File: config.mk
export PLATFORM = sky130hd
export DESIGN_NAME = uart_tx_ctrl
export DESIGN_NICKNAME = d
export VERILOG_FILES = /design/src/rtl/uart_pkg.sv /design/src/rtl/uart_tx_serializer.sv /design/src/rtl/uart_tx_ctrl.sv
export SDC_FILE = /design/constraint.sdc
export NUM_CORES = 1
export LEC_CHECK = 0
export ABC_AREA = 1
export ABC_CLOCK_PERIOD_IN_PS = 4500
export CAP_MARGIN = 20
export CELL_PAD_IN_SITES_DETAIL_PLACEMENT = 1
export CELL_PAD_IN_SITES_GLOBAL_PLACEMENT = 2
export CORE_ASPECT_RATIO = 0.8
export CORE_MARGIN = 2
export CORE_UTILIZATION = 34
export DETAILED_ROUTE_END_ITERATION = 12
export PLACE_DENSITY_LB_ADDON = 0.2
export SETUP_SLACK_MARGIN = 0.15
export SLEW_MARGIN = 10
export SYNTH_ARGS = -nofsm -noshare
export SYNTH_HDL_FRONTEND = slang
export SYNTH_HIERARCHICAL = 1
export SYNTH_SLANG_ARGS = --single-unit
File: constraint.sdc
create_clock -name i_clk -period 4.5 [get_ports i_clk]
set_input_delay 0.9 -clock i_clk [delete_from_list [all_inputs] [get_ports i_clk]]
set_output_delay 0.9 -clock i_clk [all_outputs]
set_load 0.05 [all_outputs]
File: src/rtl/uart_pkg.sv
`default_nettype none
// ============================================================================
// Package  : uart_pkg
// Brief    : Shared UART FSM state encoding and parity-type constants (TX/RX).
// Revision : 1.0
// ============================================================================
package uart_pkg;

    typedef enum logic [2:0] {
        ST_IDLE   = 3'd0,
        ST_START  = 3'd1,
        ST_DATA   = 3'd2,
        ST_PARITY = 3'd3,
        ST_STOP   = 3'd4
    } uart_state_t;

    localparam logic c_PARITY_EVEN = 1'b0;
    localparam logic c_PARITY_ODD  = 1'b1;

    // Even parity is the plain XOR of the data bits; odd parity is its inverse.
    function automatic logic parity_bit(input logic data_xor, input logic parity_type);
        return (parity_type == c_PARITY_ODD) ? ~data_xor : data_xor;
    endfunction

endpackage
`default_nettype wire

File: src/rtl/uart_tx_serializer.sv
`default_nettype none
// ============================================================================
// Module   : uart_tx_serializer
// Brief    : Bit prescaler, data shift register and bit index for the UART TX.
// Revision : 1.0
// ============================================================================
module uart_tx_serializer #(
    parameter int Data_WIDTH   = 8,
    parameter int CLKS_PER_BIT = 4
) (
    input  logic                  i_clk,
    input  logic                  i_rst_n,
    input  logic                  i_load,
    input  logic [Data_WIDTH-1:0] i_data,
    input  logic                  i_run,
    input  logic                  i_shift,
    output logic                  o_bit_tick,
    output logic                  o_last_bit,
    output logic                  o_cur_bit,
    output logic                  o_next_bit
);

    localparam int c_CNT_W = (CLKS_PER_BIT > 1) ? $clog2(CLKS_PER_BIT) : 1;
    localparam int c_IDX_W = (Data_WIDTH > 1) ? $clog2(Data_WIDTH) : 1;
    localparam logic [c_CNT_W-1:0] c_CNT_LAST = c_CNT_W'(CLKS_PER_BIT - 1);
    localparam logic [c_IDX_W-1:0] c_IDX_LAST = c_IDX_W'(Data_WIDTH - 1);

    logic [c_CNT_W-1:0]    r_cnt;
    logic [c_IDX_W-1:0]    r_idx;
    logic [Data_WIDTH-1:0] r_shift;

    // Prescaler restarts at every bit boundary and stays parked while idle.
    always_ff @(posedge i_clk or negedge i_rst_n) begin
        if (!i_rst_n) begin
            r_cnt <= '0;
        end else if (i_load || !i_run || (r_cnt == c_CNT_LAST)) begin
            r_cnt <= '0;
        end else begin
            r_cnt <= r_cnt + 1'b1;
        end
    end

    always_ff @(posedge i_clk or negedge i_rst_n) begin
        if (!i_rst_n) begin
            r_shift <= '0;
            r_idx   <= '0;
        end else if (i_load) begin
            r_shift <= i_data;
            r_idx   <= '0;
        end else if (i_shift) begin
            r_shift <= r_shift >> 1;
            r_idx   <= r_idx + 1'b1;
        end
    end

    assign o_bit_tick = i_run && (r_cnt == c_CNT_LAST);
    assign o_last_bit = (r_idx == c_IDX_LAST);
    assign o_cur_bit  = r_shift[0];

    generate
        if (Data_WIDTH > 1) begin : g_next_bit
            assign o_next_bit = r_shift[1];
        end else begin : g_single_bit
            assign o_next_bit = 1'b0;
        end
    endgenerate

endmodule
`default_nettype wire

File: src/rtl/uart_tx_ctrl.sv
`default_nettype none
// ============================================================================
// Module   : uart_tx_ctrl
// Brief    : UART transmitter FSM with optional even/odd parity bit.
// Revision : 1.0
// ============================================================================
module uart_tx_ctrl #(
    parameter int Data_WIDTH   = 8,
    parameter int CLKS_PER_BIT = 4
) (
    input  logic                  i_clk,
    input  logic                  i_rst_n,
    input  logic [Data_WIDTH-1:0] i_data,
    input  logic                  i_data_valid,
    input  logic                  i_parity_enable,
    input  logic                  i_parity_type,
    output logic                  o_tx_out,
    output logic                  o_busy,
    output logic                  o_done
);

    import uart_pkg::*;

    uart_state_t r_state;
    logic        r_parity_en;
    logic        r_parity_bit;
    logic        r_tx;
    logic        r_busy;
    logic        r_done;

    logic w_accept;
    logic w_running;
    logic w_shift;
    logic w_tick;
    logic w_last;
    logic w_cur;
    logic w_next;

    assign w_accept  = (r_state == ST_IDLE) && i_data_valid;
    assign w_running = (r_state != ST_IDLE);
    assign w_shift   = (r_state == ST_DATA) && w_tick && !w_last;

    uart_tx_serializer #(
        .Data_WIDTH   (Data_WIDTH),
        .CLKS_PER_BIT (CLKS_PER_BIT)
    ) u_serializer (
        .i_clk      (i_clk),
        .i_rst_n    (i_rst_n),
        .i_load     (w_accept),
        .i_data     (i_data),
        .i_run      (w_running),
        .i_shift    (w_shift),
        .o_bit_tick (w_tick),
        .o_last_bit (w_last),
        .o_cur_bit  (w_cur),
        .o_next_bit (w_next)
    );

    // The line value for the next bit is registered on the boundary itself,
    // so o_tx_out changes in the same cycle as the state.
    always_ff @(posedge i_clk or negedge i_rst_n) begin
        if (!i_rst_n) begin
            r_state      <= ST_IDLE;
            r_parity_en  <= 1'b0;
            r_parity_bit <= 1'b0;
            r_tx         <= 1'b1;
            r_busy       <= 1'b0;
            r_done       <= 1'b0;
        end else begin
            r_done <= 1'b0;
            case (r_state)
                ST_IDLE: begin
                    if (i_data_valid) begin
                        r_parity_en  <= i_parity_enable;
                        r_parity_bit <= parity_bit(^i_data, i_parity_type);
                        r_state      <= ST_START;
                        r_tx         <= 1'b0;
                        r_busy       <= 1'b1;
                    end
                end
                ST_START: begin
                    if (w_tick) begin
                        r_state <= ST_DATA;
                        r_tx    <= w_cur;
                    end
                end
                ST_DATA: begin
                    if (w_tick) begin
                        if (!w_last) begin
                            r_tx <= w_next;
                        end else if (r_parity_en) begin
                            r_state <= ST_PARITY;
                            r_tx    <= r_parity_bit;
                        end else begin
                            r_state <= ST_STOP;
                            r_tx    <= 1'b1;
                        end
                    end
                end
                ST_PARITY: begin
                    if (w_tick) begin
                        r_state <= ST_STOP;
                        r_tx    <= 1'b1;
                    end
                end
                ST_STOP: begin
                    if (w_tick) begin
                        r_state <= ST_IDLE;
                        r_busy  <= 1'b0;
                        r_done  <= 1'b1;
                    end
                end
                default: begin
                    r_state <= ST_IDLE;
                    r_tx    <= 1'b1;
                    r_busy  <= 1'b0;
                end
            endcase
        end
    end

    assign o_tx_out = r_tx;
    assign o_busy   = r_busy;
    assign o_done   = r_done;

endmodule
`default_nettype wire
==> flow_results.org, run 1 <==
** Drt
- Final routed wirelength across all metal layers :: 2690 um
- Post-DRT Antenna Nets :: 0
- Detailed routing inserted a total of 1031 vias.
- Vias per std cell :: 4.82
- Average routed wire per standard cell :: 12.6 um
- Count of routing violations after the opening detailed-route iteration :: 33
- Residual DRC count :: 0
- The pre-antenna-repair detailed-routing pass consisted of 4 iterations.

** Setup path
- On the worst path, the slowest cell contributes a delay of 0.79 ns.
- Sort of element at the end of the critical path :: output pin
- Data on the critical path arrives at its endpoint at 1.59 ns.
- The critical path goes through clkdlybuf4s50_1.
- Max FO, Critical Path :: 2
- Worst path required time :: 3.60 ns
- For flop-to-flop paths, the worst setup slack is 2.28 ns.
- Critical path type :: flip-flop to output pin
- Worst-path cell with the longest stage delay :: clkdlybuf4s50_1
- The kind of cell with the highest combined delay along the critical path is buffers and inverters.
- Counting both buffers and inverters, the worst setup path holds a total of 1.
- The worst register-to-register path ends at u_serializer/r_shift[5]$_DFFE_PN0P_.
- Reg2Reg Launch Point :: u_serializer/r_idx[0]$_DFFE_PN0P_
- Type of element launching the critical path :: flip-flop
- Startpoint of the most critical setup path :: o_tx_out$_DFFE_PN1P_
- The number of cells on the worst reg-to-reg path is 7.

** STA
- Final Slew Violations :: 0
- Max-slew headroom at the worst pin :: 34.4%
- Actual transition at the worst max-transition pin :: 0.981 ns
- Based on the critical path, the design can be clocked at up to 0.402 GHz.
- The final-report hold violation count came to 0.
- Clock skew on the completed layout was measured at 0.00672 ns.
- Setup violations remaining at the end of the flow were counted as 0.
- Accumulated negative setup slack :: 0 ns
- Tightest hold margin :: 0.437 ns
- Setup repair after global routing missed its margin :: no
- The worst path uses 55.3% of the clock period.
- Time the worst path needs with I/O delays and setup :: 2.49 ns

** CTS
- Number of H-tree levels :: 1
- CTS placed an instance of clkbuf_8 at the clock tree root.
- In this run, CTS created clock tree buffers numbering 3.
- Number of sinks handled by clock tree synthesis :: 21
- Clock tree from TritonCTS :: done
- Hold repair after CTS inserted 0 buffers.
- After clock tree synthesis, the setup repair step added 0 buffers.
- After clock tree synthesis, the clock-pin slew on the worst setup and hold paths is 0.08 ns.
- Clock latency of the later-clocked register in the worst-skew pair :: 0.26 ns
- The number of gates resized after CTS was 0.
- The clock passes through at most 2 buffers.

** Final layout
- Diode count :: 0
- Number of nets in the layout :: 189
- Of the cells placed in the final design, the portion with a size suffix greater than 1 is 12.2%.
- The area growth from synthesis to layout is 17.0%.
- Design Area, Final :: 0.00143 mm^2
- Final-layout fill cell count :: 435

** Global route
- Final global-route overflow total :: 0
- Routing layer with the top usage in global route :: met2
- Entering global routing, the biggest net connects 22 pins.
- Wire length of the first global-routing pass :: 4710 um
- Via count of the first global-routing pass :: 1025
- M3 GR Usage :: 3.71%
- Global router's overall resource usage :: 14.6%
- Global routing used 18.4% of the available met1 tracks.
- The number of antenna violations at the first check in global routing is 0.
- Global routing usage on met2 :: 25.4%

** Yosys
- After technology mapping, the gate count stands at 157.
- Counting every net in the synthesized netlist gives 173.
- For this run, the register share of the synthesized area comes to 43.2%.
- Flip-flop and latch count after synthesis :: 21
- By area the synthesized netlist is led by dfrtp_1 (41%), nand2_1 (16%), nand3_1 (9.8%).
- The largest total area in the synthesized netlist belongs to dfrtp_1.
- The Yosys step of the flow raised 6 warnings.
- Summed over its instances, the top area cell type makes up 41.0% of the synthesized netlist area.
- A synthesized cell averages 7.77 um^2.
- Counting distinct cell types in the post-synthesis netlist gives 24.
- Mapped cell area :: 0.00122 mm^2

** Die
- Die X :: 71.0 um
- The initialized floorplan defines 19 standard-cell rows.
- Die area :: 0.00409 mm^2
- CORE AREA :: 0.00342 mm^2
- Die span in y :: 57.6 um
- Once the floorplan was initialized, standard cells occupied 35.6% of the core.
- Number of top-level pins :: 16

** Placement
- GPL Wtd Cong :: 0.767
- Detailed placement HPWL :: 2140 um
- Input and output buffers added on the ports amount to 15.
- The placed instances occupy a cell area of 0.00138 mm^2.

** Pwr
- For this design the ratio of total power to cell area is 585 mW/mm^2.
- The analysis attributes to cell leakage a power of 0.000734 uW.
- VDD sags by at most 0.000190 V.

** Hold path
- The worst hold path begins at u_serializer/r_cnt[0]$_DFF_PN0_.
- The path class of the tightest hold or removal check is flip-flop to flip-flop.
- The worst hold path terminates at u_serializer/r_cnt[0]$_DFF_PN0_.
- Counting instances, the worst hold path has a depth of 1.

** Status
- The flow ran to the end, and the final reports show no timing, DRC or antenna violations.

** Run
- Max-capacitance violation count :: 0
[through the flow]
stage	worst slack [ns]	total power, uW	util (%)	instances
after global routing	1.97	911	41.7	214
after floorplan	2.86	632	-	157
after CTS	2.00	849	41.7	214
final	2.01	835	41.7	214
after detailed placement	2.10	720	40.4	210
after global placement	2.20	699	40.4	210
[state kept, by name, indices dropped and copies added, names as in the netlist]
| signal | flops |
|---|---|
| o_busy | 1 |
| o_done | 1 |
| o_tx_out | 1 |
| r_parity_bit | 1 |
| r_parity_en | 1 |
| r_state | 3 |
| u_serializer/r_cnt | 2 |
| u_serializer/r_idx | 3 |
| u_serializer/r_shift | 8 |
[synthesized netlist by cell type]
library cell / number
a211oi_1: 1
buf_4: 1
buf_6: 3
dfrtp_1: 20
dfstp_2: 1
ha_1: 3
inv_1: 15
inv_2: 5
inv_4: 1
nand2_1: 52
nand2_2: 1
nand2_4: 1
nand3_1: 24
nand3_2: 1
nand3b_4: 1
nor2_1: 9
nor2_2: 1
nor2_4: 3
nor3_1: 1
o21ai_0: 7
o21ai_1: 3
o21ai_4: 1
or2_4: 1
xor2_1: 1
[power breakdown]
part	internal (uW)	total [uW]	switching, uW
logic	140	399	259
clock network	61.7	124	62.7
registers	264	312	47.7
total	466	835	369
[cell usage in the layout, fill, tap and decap left out]
| cell | Yosys | final |
|---|---|---|
| o21ai_1 | 3 | 3 |
| nor3_1 | 1 | 1 |
| o21ai_0 | 7 | 7 |
| clkinv_2 | 0 | 1 |
| nand3_2 | 1 | 1 |
| xor2_1 | 1 | 1 |
| clkdlybuf4s50_1 | 0 | 15 |
| clkbuf_8 | 0 | 3 |
| inv_4 | 1 | 1 |
| o21ai_4 | 1 | 1 |
| inv_2 | 5 | 5 |
| nand3b_4 | 1 | 1 |
| nor2_1 | 9 | 9 |
| nor2_2 | 1 | 1 |
| nand3_1 | 24 | 24 |
| dfrtp_1 | 20 | 20 |
| nand2_2 | 1 | 1 |
| ha_1 | 3 | 3 |
| nand2_4 | 1 | 1 |
| nor2_4 | 3 | 3 |
| or2_4 | 1 | 1 |
| nand2_1 | 52 | 52 |
| a211oi_1 | 1 | 1 |
| dfstp_2 | 1 | 1 |
| inv_1 | 15 | 15 |
[layer usage]
metal	up-vias	share of wire (%)
met4	0	0.85
met5	-	0
met2	19	47
met3	2	3.9
met1	489	48
li1	521	-
[cells by family after synthesis]
| family | after synthesis | share of synthesized area (%) |
|---|---|---|
| fa+ha+maj | 3 | 3.08 |
| flops | 21 | 43.2 |
| compound gates | 12 | 6.05 |
| buf+inv | 25 | 10.1 |
| xor+xnor | 1 | 0.718 |
| simple gates | 95 | 36.9 |
[worst max-delay path by stage]
stage                     depth (start not counted)                             endpoint
final                                             1                             o_tx_out
after global routing                              1                             o_tx_out
after CTS                                         1                             o_tx_out
after detailed placement                          6  u_serializer/r_shift[5]$_DFFE_PN0P_
after global placement                            6  u_serializer/r_shift[3]$_DFFE_PN0P_
after floorplan                                   7  u_serializer/r_shift[0]$_DFFE_PN0P_
[cell type report]
class | instances | area (um^2) | area share, %
clock buffer | 3 | 41.3 | 2.89
clock inverter | 1 | 5.00 | 0.351
multi-input combinational | 111 | 571 | 40.0
sequential | 21 | 527 | 36.9
tap | 42 | 52.6 | 3.68
inverter | 21 | 81.3 | 5.70
timing repair buffer | 15 | 150 | 10.5
(Power assumes the default switching activity.)
==> inputs of run 2 (changes only) <==
- ABC_CLOCK_PERIOD_IN_PS: 4500 -> 2300
- CORE_UTILIZATION: 34 -> 31
- clock period: 4.5 -> 2.3 ns (I/O delays scaled with it)
==> run 2 against run 1 <==
  * Critical path depth did not move
  * Sequential cell count stayed put
  * Clock power rose by 100%
  * First-iteration DRC count shrank 18%
  * Worst hold slack got worse by 0.0036 ns
  * Combinational power increased by 96%
  * Via count barely moved
  * Largest cell class unchanged
  * Die area is 9.1% higher
  * Highest routed layer unchanged
  * Total power increased by 97%
  * Register-to-register slack worse by 1.8 ns
==> flow_results.org, run 2 (synthesis gave the netlist of run 1 again) <==
** Status
- The run finished with clean final reports.

** Global route
- The overall global routing resource usage is 14.3% (-0.30 points).
- Final global-route overflow total :: 0 (unchanged)
- Initial antenna violation count :: 0 (unchanged)
- The pin count of the biggest net entering global routing was 22 (unchanged).
- The number of global-route vias before repair is 1096 (+6.9%).
- The wire length of the first global-routing pass came to 4840 um (+2.8%).

** STA
- Top achievable clock speed :: 0.487 GHz
- Portion of the clock cycle consumed by the worst path in the final layout :: 89.3%
- The total of endpoints with negative setup slack in the final report was 0 (unchanged).
- Max-slew headroom at the worst pin :: 66.7% (+32 points)
- The final-report hold violation count came to 0 (unchanged).
- The pin slew with the least headroom to its limit came to 0.498 ns (-0.484 ns).
- Setup repair after global routing missed its margin :: no
- Final Slew Violations :: 0 (unchanged)
- Accumulated negative setup slack :: 0 ns (unchanged)
- The minimum setup slack in the final design came to 0.246 ns (-1.77 ns).
- Subtracting the final worst setup slack from the clock period gives 2.05 ns.
- The worst setup skew after layout came to 0.00851 ns (+0.00178 ns).
- Tightest hold margin :: 0.433 ns (-0.00358 ns)

** CTS
- Number of buffers on the longest clock path :: 2 (unchanged)
- The total of cells resized after clock tree synthesis is 0 (unchanged).
- Hold buffer count at cts :: 0 (unchanged)
- The clock sink count was 21 (unchanged).
- Clock latency of the later-clocked register in the worst-skew pair :: 0.26 ns (about the same)
- The number of post-CTS setup repair buffers came to 0 (unchanged).
- Clock root buffer master :: clkbuf_8
- Clock buffers created by TritonCTS :: 3 (unchanged)
- The number of levels in the clock H-tree is 1 (unchanged).
- Clock tree from TritonCTS :: done
- Clock transition at the registers of the reported paths :: 0.09 ns (about the same)

** Final layout
- The largest registers in the layout are u_serializer/r_shift: 8 flops, r_state: 3 flops, u_serializer/r_idx: 3 flops.
- From synthesis to final layout, the design area changed by 19.6%.
- The summed area of non-filler cells in the final layout came to 0.00146 mm^2 (+2.2%).
- Final-layout fill cell count :: 467 (+7.4%)
- Biggest register :: u_serializer/r_shift
- Share of final-layout standard cells stronger than drive strength 1 :: 13.2% (+1.0 points)
- The final antenna diode count is 0 (unchanged).
- The library cell used most frequently in the layout, excluding fill and tap cells, is nand2_1.
- Leaving out fill and tap cells, the most frequent cells in the layout are nand2_1 (52), nand3_1 (24), dfrtp_1 (20).
- The number of nets in the final layout came to 191 (+1.1%).
- The number of flip-flops in the largest register is 8 (unchanged).

** Placement
- Port Buffers :: 15 (unchanged)
- The final HPWL from detailed placement is 2170 um (+1.0%).
- The weighted congestion at the end of routability-driven global placement was 0.817 (+6.4%).
- The area of placed instances was 0.00141 mm^2 (+2.3%).
- The worst slack at placement is 0.363 ns (-1.74 ns).

** Drt
- The vias after detailed routing is 1032 (+0.097%).
- Final routed wirelength across all metal layers :: 2770 um (+2.7%)
- The remaining number of nets flagged by the antenna check after routing came to 0 (unchanged).
- The via-per-instance ratio was 4.51 (-6.5%).
- The total DRC errors in the routed layout was 0 (unchanged).
- Average routed wire per standard cell :: 12.1 um (-4.0%)
- DRT Pass-1 Iters :: 3 (-1)
- The violation count after the first detailed-route iteration is 27 (-18%).

** Die
- Die X :: 74.1 um (+4.5%)
- CORE AREA :: 0.00378 mm^2 (+10%)
- Number of top-level pins :: 16 (unchanged)
- Number of rows in the core area :: 20 (+1)
- The full die area was 0.00446 mm^2 (+9.1%).
- Initial core utilization :: 32.3% (-3.4 points)
- The chip height is 60.1 um (+4.4%).

** Run
- Max-capacitance violation count :: 0 (unchanged)

** Setup path
- The cell family contributing the most delay on the critical path is buffers and inverters.
- The worst setup path is launched from a flip-flop.
- The number of gates on the worst path with buffers counted came to 1 (unchanged).
- Worst path required time :: 1.84 ns (-1.76 ns)
- The number of cells on the worst reg-to-reg path is 8 (+1).
- The signal on the critical path passes through clkdlybuf4s50_1.
- STA classifies the critical path endpoint as an output pin.
- Combined buffer and inverter count along the critical path :: 1 (unchanged)
- The data arrival at the endpoint of the critical path came to 1.59 ns (about the same).
- By startpoint and endpoint, the worst setup path is classified as flip-flop to output pin.
- Longest individual stage delay on the worst path :: 0.79 ns (about the same)
- Max FO, Critical Path :: 2 (unchanged)
- For this design, the slowest cell found on the critical path is clkdlybuf4s50_1.

** Pwr
- Power density of the placed cells :: 1130 mW/mm^2 (+92%)
- The static leakage came to 0.000745 uW (+1.4%).
- Peak VDD IR :: 0.000495 V (+160%)

** Hold path
- The worst hold path cell count is 1 (unchanged).
- Min-Delay Path Class :: flip-flop to flip-flop
-- run 2: changes by cell type in the layout (fill, tap and decap cells not counted) --
| cell | delta |
|---|---|
| buf_4 | +2 |
-- run 2: layer usage --
metal  up-vias  GRT usage (%)  share of wire (%)
met5         -              0                  0
met4         0           3.12               0.61
met3         2           3.54                2.3
met2         9           23.0                 44
met1       495           19.4                 53
li1        526              -                  -
-- run 2: final timing paths --
| kind | end | slack [ns] | startpoint |
|---|---|---|---|
| max | o_tx_out | 0.25 | o_tx_out$_DFFE_PN1P_ |
| min | u_serializer/r_cnt[0]$_DFF_PN0_ | 0.43 | u_serializer/r_cnt[0]$_DFF_PN0_ |
| max reg2reg | u_serializer/r_shift[3]$_DFFE_PN0P_ | 0.48 | u_serializer/r_idx[0]$_DFFE_PN0P_ |
| min reg2reg | u_serializer/r_cnt[0]$_DFF_PN0_ | 0.43 | u_serializer/r_cnt[0]$_DFF_PN0_ |
| max in group asynchronous | o_tx_out$_DFFE_PN1P_ | 1.48 | i_rst_n |
| min in group asynchronous | u_serializer/r_shift[5]$_DFFE_PN0P_ | 0.55 | i_rst_n |
-- run 2: metrics by stage --
stage               power [uW]  util [%]  std cells
floorplan                 1240         -        157
global placement          1390      37.4        225
detailed placement        1410      37.4        225
CTS                       1670      38.6        229
global route              1790      38.6        229
finish                    1640      38.6        229
-- run 2: final cells by class --
type                    count  area, um^2  share of cell area [%]
clock inverters             1        5.00                   0.343
repair buffers             17         165                    11.3
flip-flops and latches     21         527                    36.1
clock buffers               3        41.3                    2.83
well taps                  55        68.8                    4.72
multi-input cells         111         571                    39.1
inverters                  21        81.3                    5.57
-- run 2: power by group --
part | total, uW | switching (uW) | internal, uW
Combinational | 784 | 509 | 275
Clock | 249 | 129 | 121
Sequential | 609 | 93.2 | 516
Total | 1640 | 730 | 912
==> inputs of run 3 (changes only) <==
- ABC_CLOCK_PERIOD_IN_PS: 2300 -> 2400
- CORE_UTILIZATION: 31 -> 34
- clock period: 2.3 -> 2.4 ns (I/O delays scaled with it)
==> run 3 against run 2 <==
  * Clock power down 6%
  * Via count is 0.68% lower
  * First-iteration DRC count up 26%
  * Combinational power decreased by 5.7%
  * Critical endpoint unchanged
  * Count of clock-buffer cells in the layout increased by 1
  * Largest cell class unchanged
  * Worst hold slack gained 0.0049 ns
  * Setup slack better by 0.095 ns
  * Core utilization up 3.5 points
==> flow_results.org, run 3 (synthesis gave the netlist of run 1 again) <==
** Placement
- Placement-stage cell area :: 0.00140 mm^2 (-1.2%)
- The placed cell count came to 212 (-5.8%).
- The worst slack at placement was 0.468 ns (+0.105 ns).
- Detailed placement HPWL :: 2140 um (-1.3%)
- The count of buffers from port buffering was 15 (unchanged).
- The weighted congestion at the end of routability-driven global placement was 0.792 (-3.0%).

** Final layout
- Leaving out fill and tap cells, the most frequent cell in the layout is nand2_1.
- Final-layout fill cell count :: 437 (-6.4%)
- Biggest registers after layout :: u_serializer/r_shift: 8 flops, r_state: 3 flops, u_serializer/r_idx: 3 flops
- Combined flip-flop and latch cell area :: 527 um^2 (unchanged)
- The number of non-filler instances in the completed layout came to 216 (-5.7%).
- Area Growth Syn to Fin :: 18.2%
- Flip-flop count of the largest register, all copies and words added :: 8 (unchanged)
- Footprint of the multi-input gates :: 571 um^2 (unchanged)
- The summed area of non-filler cells in the final layout is 0.00144 mm^2 (-1.2%).
- The ratio of cells with drive above 1 in the final layout came to 12.6% (-0.57 points).
- The number of nets in the final layout came to 191 (unchanged).
- Commonest cells after routing, fill and taps aside :: nand2_1 (52), nand3_1 (24), dfrtp_1 (20)
- More flip-flops sit in one register than any other, and that register is u_serializer/r_shift.
- The final antenna diode count was 0 (unchanged).

** CTS
- The number of levels in the clock H-tree is 1 (unchanged).
- The count of hold buffers inserted by post-cts repair was 0 (unchanged).
- Number of buffers inserted to repair setup after CTS :: 0 (unchanged)
- The clock sink count is 21 (unchanged).
- The buffer levels on the longest clock path was 2 (unchanged).
- The total of cells resized after clock tree synthesis is 0 (unchanged).
- Clock tree from TritonCTS :: done
- Clock root buffer master :: clkbuf_8
- The number of buffers inserted during clock tree synthesis was 3 (unchanged).
- The clock input transition at the sequential cells of the worst setup and hold paths is 0.08 ns (about the same).
- Clock latency of the later-clocked register in the worst-skew pair :: 0.26 ns (about the same)

** Setup path
- Reg2Reg Launch Point :: u_serializer/r_idx[0]$_DFFE_PN0P_
- Combined buffer and inverter count along the critical path :: 1 (unchanged)
- Walking the worst path, the cells encountered are clkdlybuf4s50_1.
- Max FO, Critical Path :: 2 (unchanged)
- Sort of element at the end of the critical path :: output pin
- Grouping stages by cell kind, the critical path spends the most delay in buffers and inverters.
- Startpoint of the most critical setup path :: o_tx_out$_DFFE_PN1P_
- Critical path type :: flip-flop to output pin
- Among all stages on the critical path, the largest delay is contributed by clkdlybuf4s50_1.
- The largest stage delay on the critical path was 0.79 ns (about the same).
- STA classifies the critical path startpoint as a flip-flop.
- Worst path required time :: 1.92 ns (+0.08 ns)
- Critical path arrival :: 1.58 ns (about the same)

** Drt
- Post-DRT Antenna Nets :: 0 (unchanged)
- DRT Pass-1 Iters :: 4 (+1)
- The vias after detailed routing came to 1025 (-0.68%).
- Vias per std cell :: 4.75 (+5.3%)
- Average routed wire per standard cell :: 12.3 um (+2.0%)
- The total DRC errors in the routed layout came to 0 (unchanged).
- The final wirelength is 2660 um (-3.8%).
- The violation count after the first detailed-route iteration was 34 (+26%).

** Die
- Die area :: 0.00409 mm^2 (-8.3%)
- The top-level port count was 16 (unchanged).
- Initial core utilization :: 35.6% (+3.4 points)
- The overall die width was 71.0 um (-4.3%).
- The cell row count came to 19 (-5.0%).
- The core box area was 0.00342 mm^2 (-9.4%).
- Die span in y :: 57.6 um (-4.2%)

** STA
- Setup repair after global routing missed its margin :: no
- Tightest hold margin :: 0.438 ns (+0.00495 ns)
- Dividing the final minimum period by the clock period gives 85.8%.
- Minimum setup slack in the final design :: 0.341 ns (+0.0953 ns)
- The number of pins exceeding their max-slew limit in the final report is 0 (unchanged).
- Count of final setup violators :: 0 (unchanged)
- Max-slew headroom at the worst pin :: 67.0% (+0.32 points)
- The post-route setup TNS was 0 ns (unchanged).
- Time the worst path needs with I/O delays and setup :: 2.06 ns
- Final setup skew :: 0.00146 ns (-0.00705 ns)
- Top achievable clock speed :: 0.486 GHz
- Final hold vios :: 0 (unchanged)
- The pin slew with the least headroom to its limit was 0.493 ns (-0.00480 ns).

** Pwr
- Net switching power of the design :: 684 uW (-6.4%)
- Peak VDD IR :: 0.000332 V (-33%)
- Combinational share of power :: 47.4% (-0.3 points)
- The cell-internal power was 877 uW (-3.9%).
- Switching fraction of total power :: 43.8% (-0.65 points)
- Power density of the placed cells :: 1080 mW/mm^2 (-3.8%)
- Power share of the sequential group :: 37.5% (+0.4 points)
- The clock network fraction of total power was 15.1% (about the same).
- The static leakage came to 0.000742 uW (-0.37%).

** Global route
- Via count of the first global-routing pass :: 1068 (-2.6%)
- The overall global routing resource usage was 14.8% (+0.51 points).
- The pin count of the biggest net entering global routing was 22 (unchanged).
- The wire length of the first global-routing pass came to 4840 um (-0.14%).
- The number of antenna violations at the first check in global routing is 0 (unchanged).
- Final global-route overflow total :: 0 (unchanged)

** Status
- The run finished with clean final reports.

** Hold path
- The tightest min-delay check is of the flip-flop to flip-flop type.
- Hold Path Origin :: u_serializer/r_cnt[0]$_DFF_PN0_

** Run
- Max-capacitance violation count :: 0 (unchanged)
-- run 3: changes by cell type in the layout (fill, tap and decap cells not counted) --
cell / previous run / this run
clkinv_2: 1 / 0
clkbuf_1: 0 / 1
-- run 3: worst paths after layout --
kind,end,slack [ns],cells after the start
worst max register to register,u_serializer/r_shift[4]$_DFFE_PN0P_,0.63,8
min in group asynchronous,u_serializer/r_shift[3]$_DFFE_PN0P_,0.56,2
worst min-delay path,u_serializer/r_cnt[0]$_DFF_PN0_,0.44,1
max in group asynchronous,o_tx_out$_DFFE_PN1P_,1.56,2
worst max-delay path,o_tx_out,0.34,1
worst min register to register,u_serializer/r_cnt[0]$_DFF_PN0_,0.44,1
-- run 3: power by group through the flow --
stage	registers (uW)	clock network [uW]	logic, uW
CTS	588	245	756
finish	586	235	739
global route	603	257	847
global placement	584	0	727
floorplan	615	0	570
detailed placement	595	0	754
-- run 3: worst reg2reg max path, stage by stage, from the launching register on --
cell,delay (ns)
dfrtp_1,0.40
ha_1,0.21
ha_1,0.22
or2_4,0.27
nor2_1,0.10
buf_4,0.20
nor2_4,0.09
nand2_1,0.09
nand3_1,0.08
-- run 3: metrics by stage --
| stage | util, % | total power (uW) |
|---|---|---|
| 4_1_cts | 42.1 | 1590 |
| 2_1_floorplan | - | 1180 |
| 5_1_grt | 42.1 | 1710 |
| 6_report | 42.1 | 1560 |
| 3_5_place_dp | 40.8 | 1350 |
| 3_3_place_gp | 40.8 | 1310 |
-- run 3: final cells by class --
cell class | count | area share [%]
timing repair buffer | 17 | 11.5
multi-input combinational | 111 | 39.6
inverter | 21 | 5.64
tap | 42 | 3.65
sequential | 21 | 36.5
clock buffer | 4 | 3.13
-- run 3: per-layer routing --
| layer | wire [um] | GRT usage (%) |
|---|---|---|
| met5 | 0 | 0 |
| met4 | 21 | 3.23 |
| met3 | 71 | 3.18 |
| met2 | 1260 | 25.0 |
| met1 | 1310 | 19.7 |
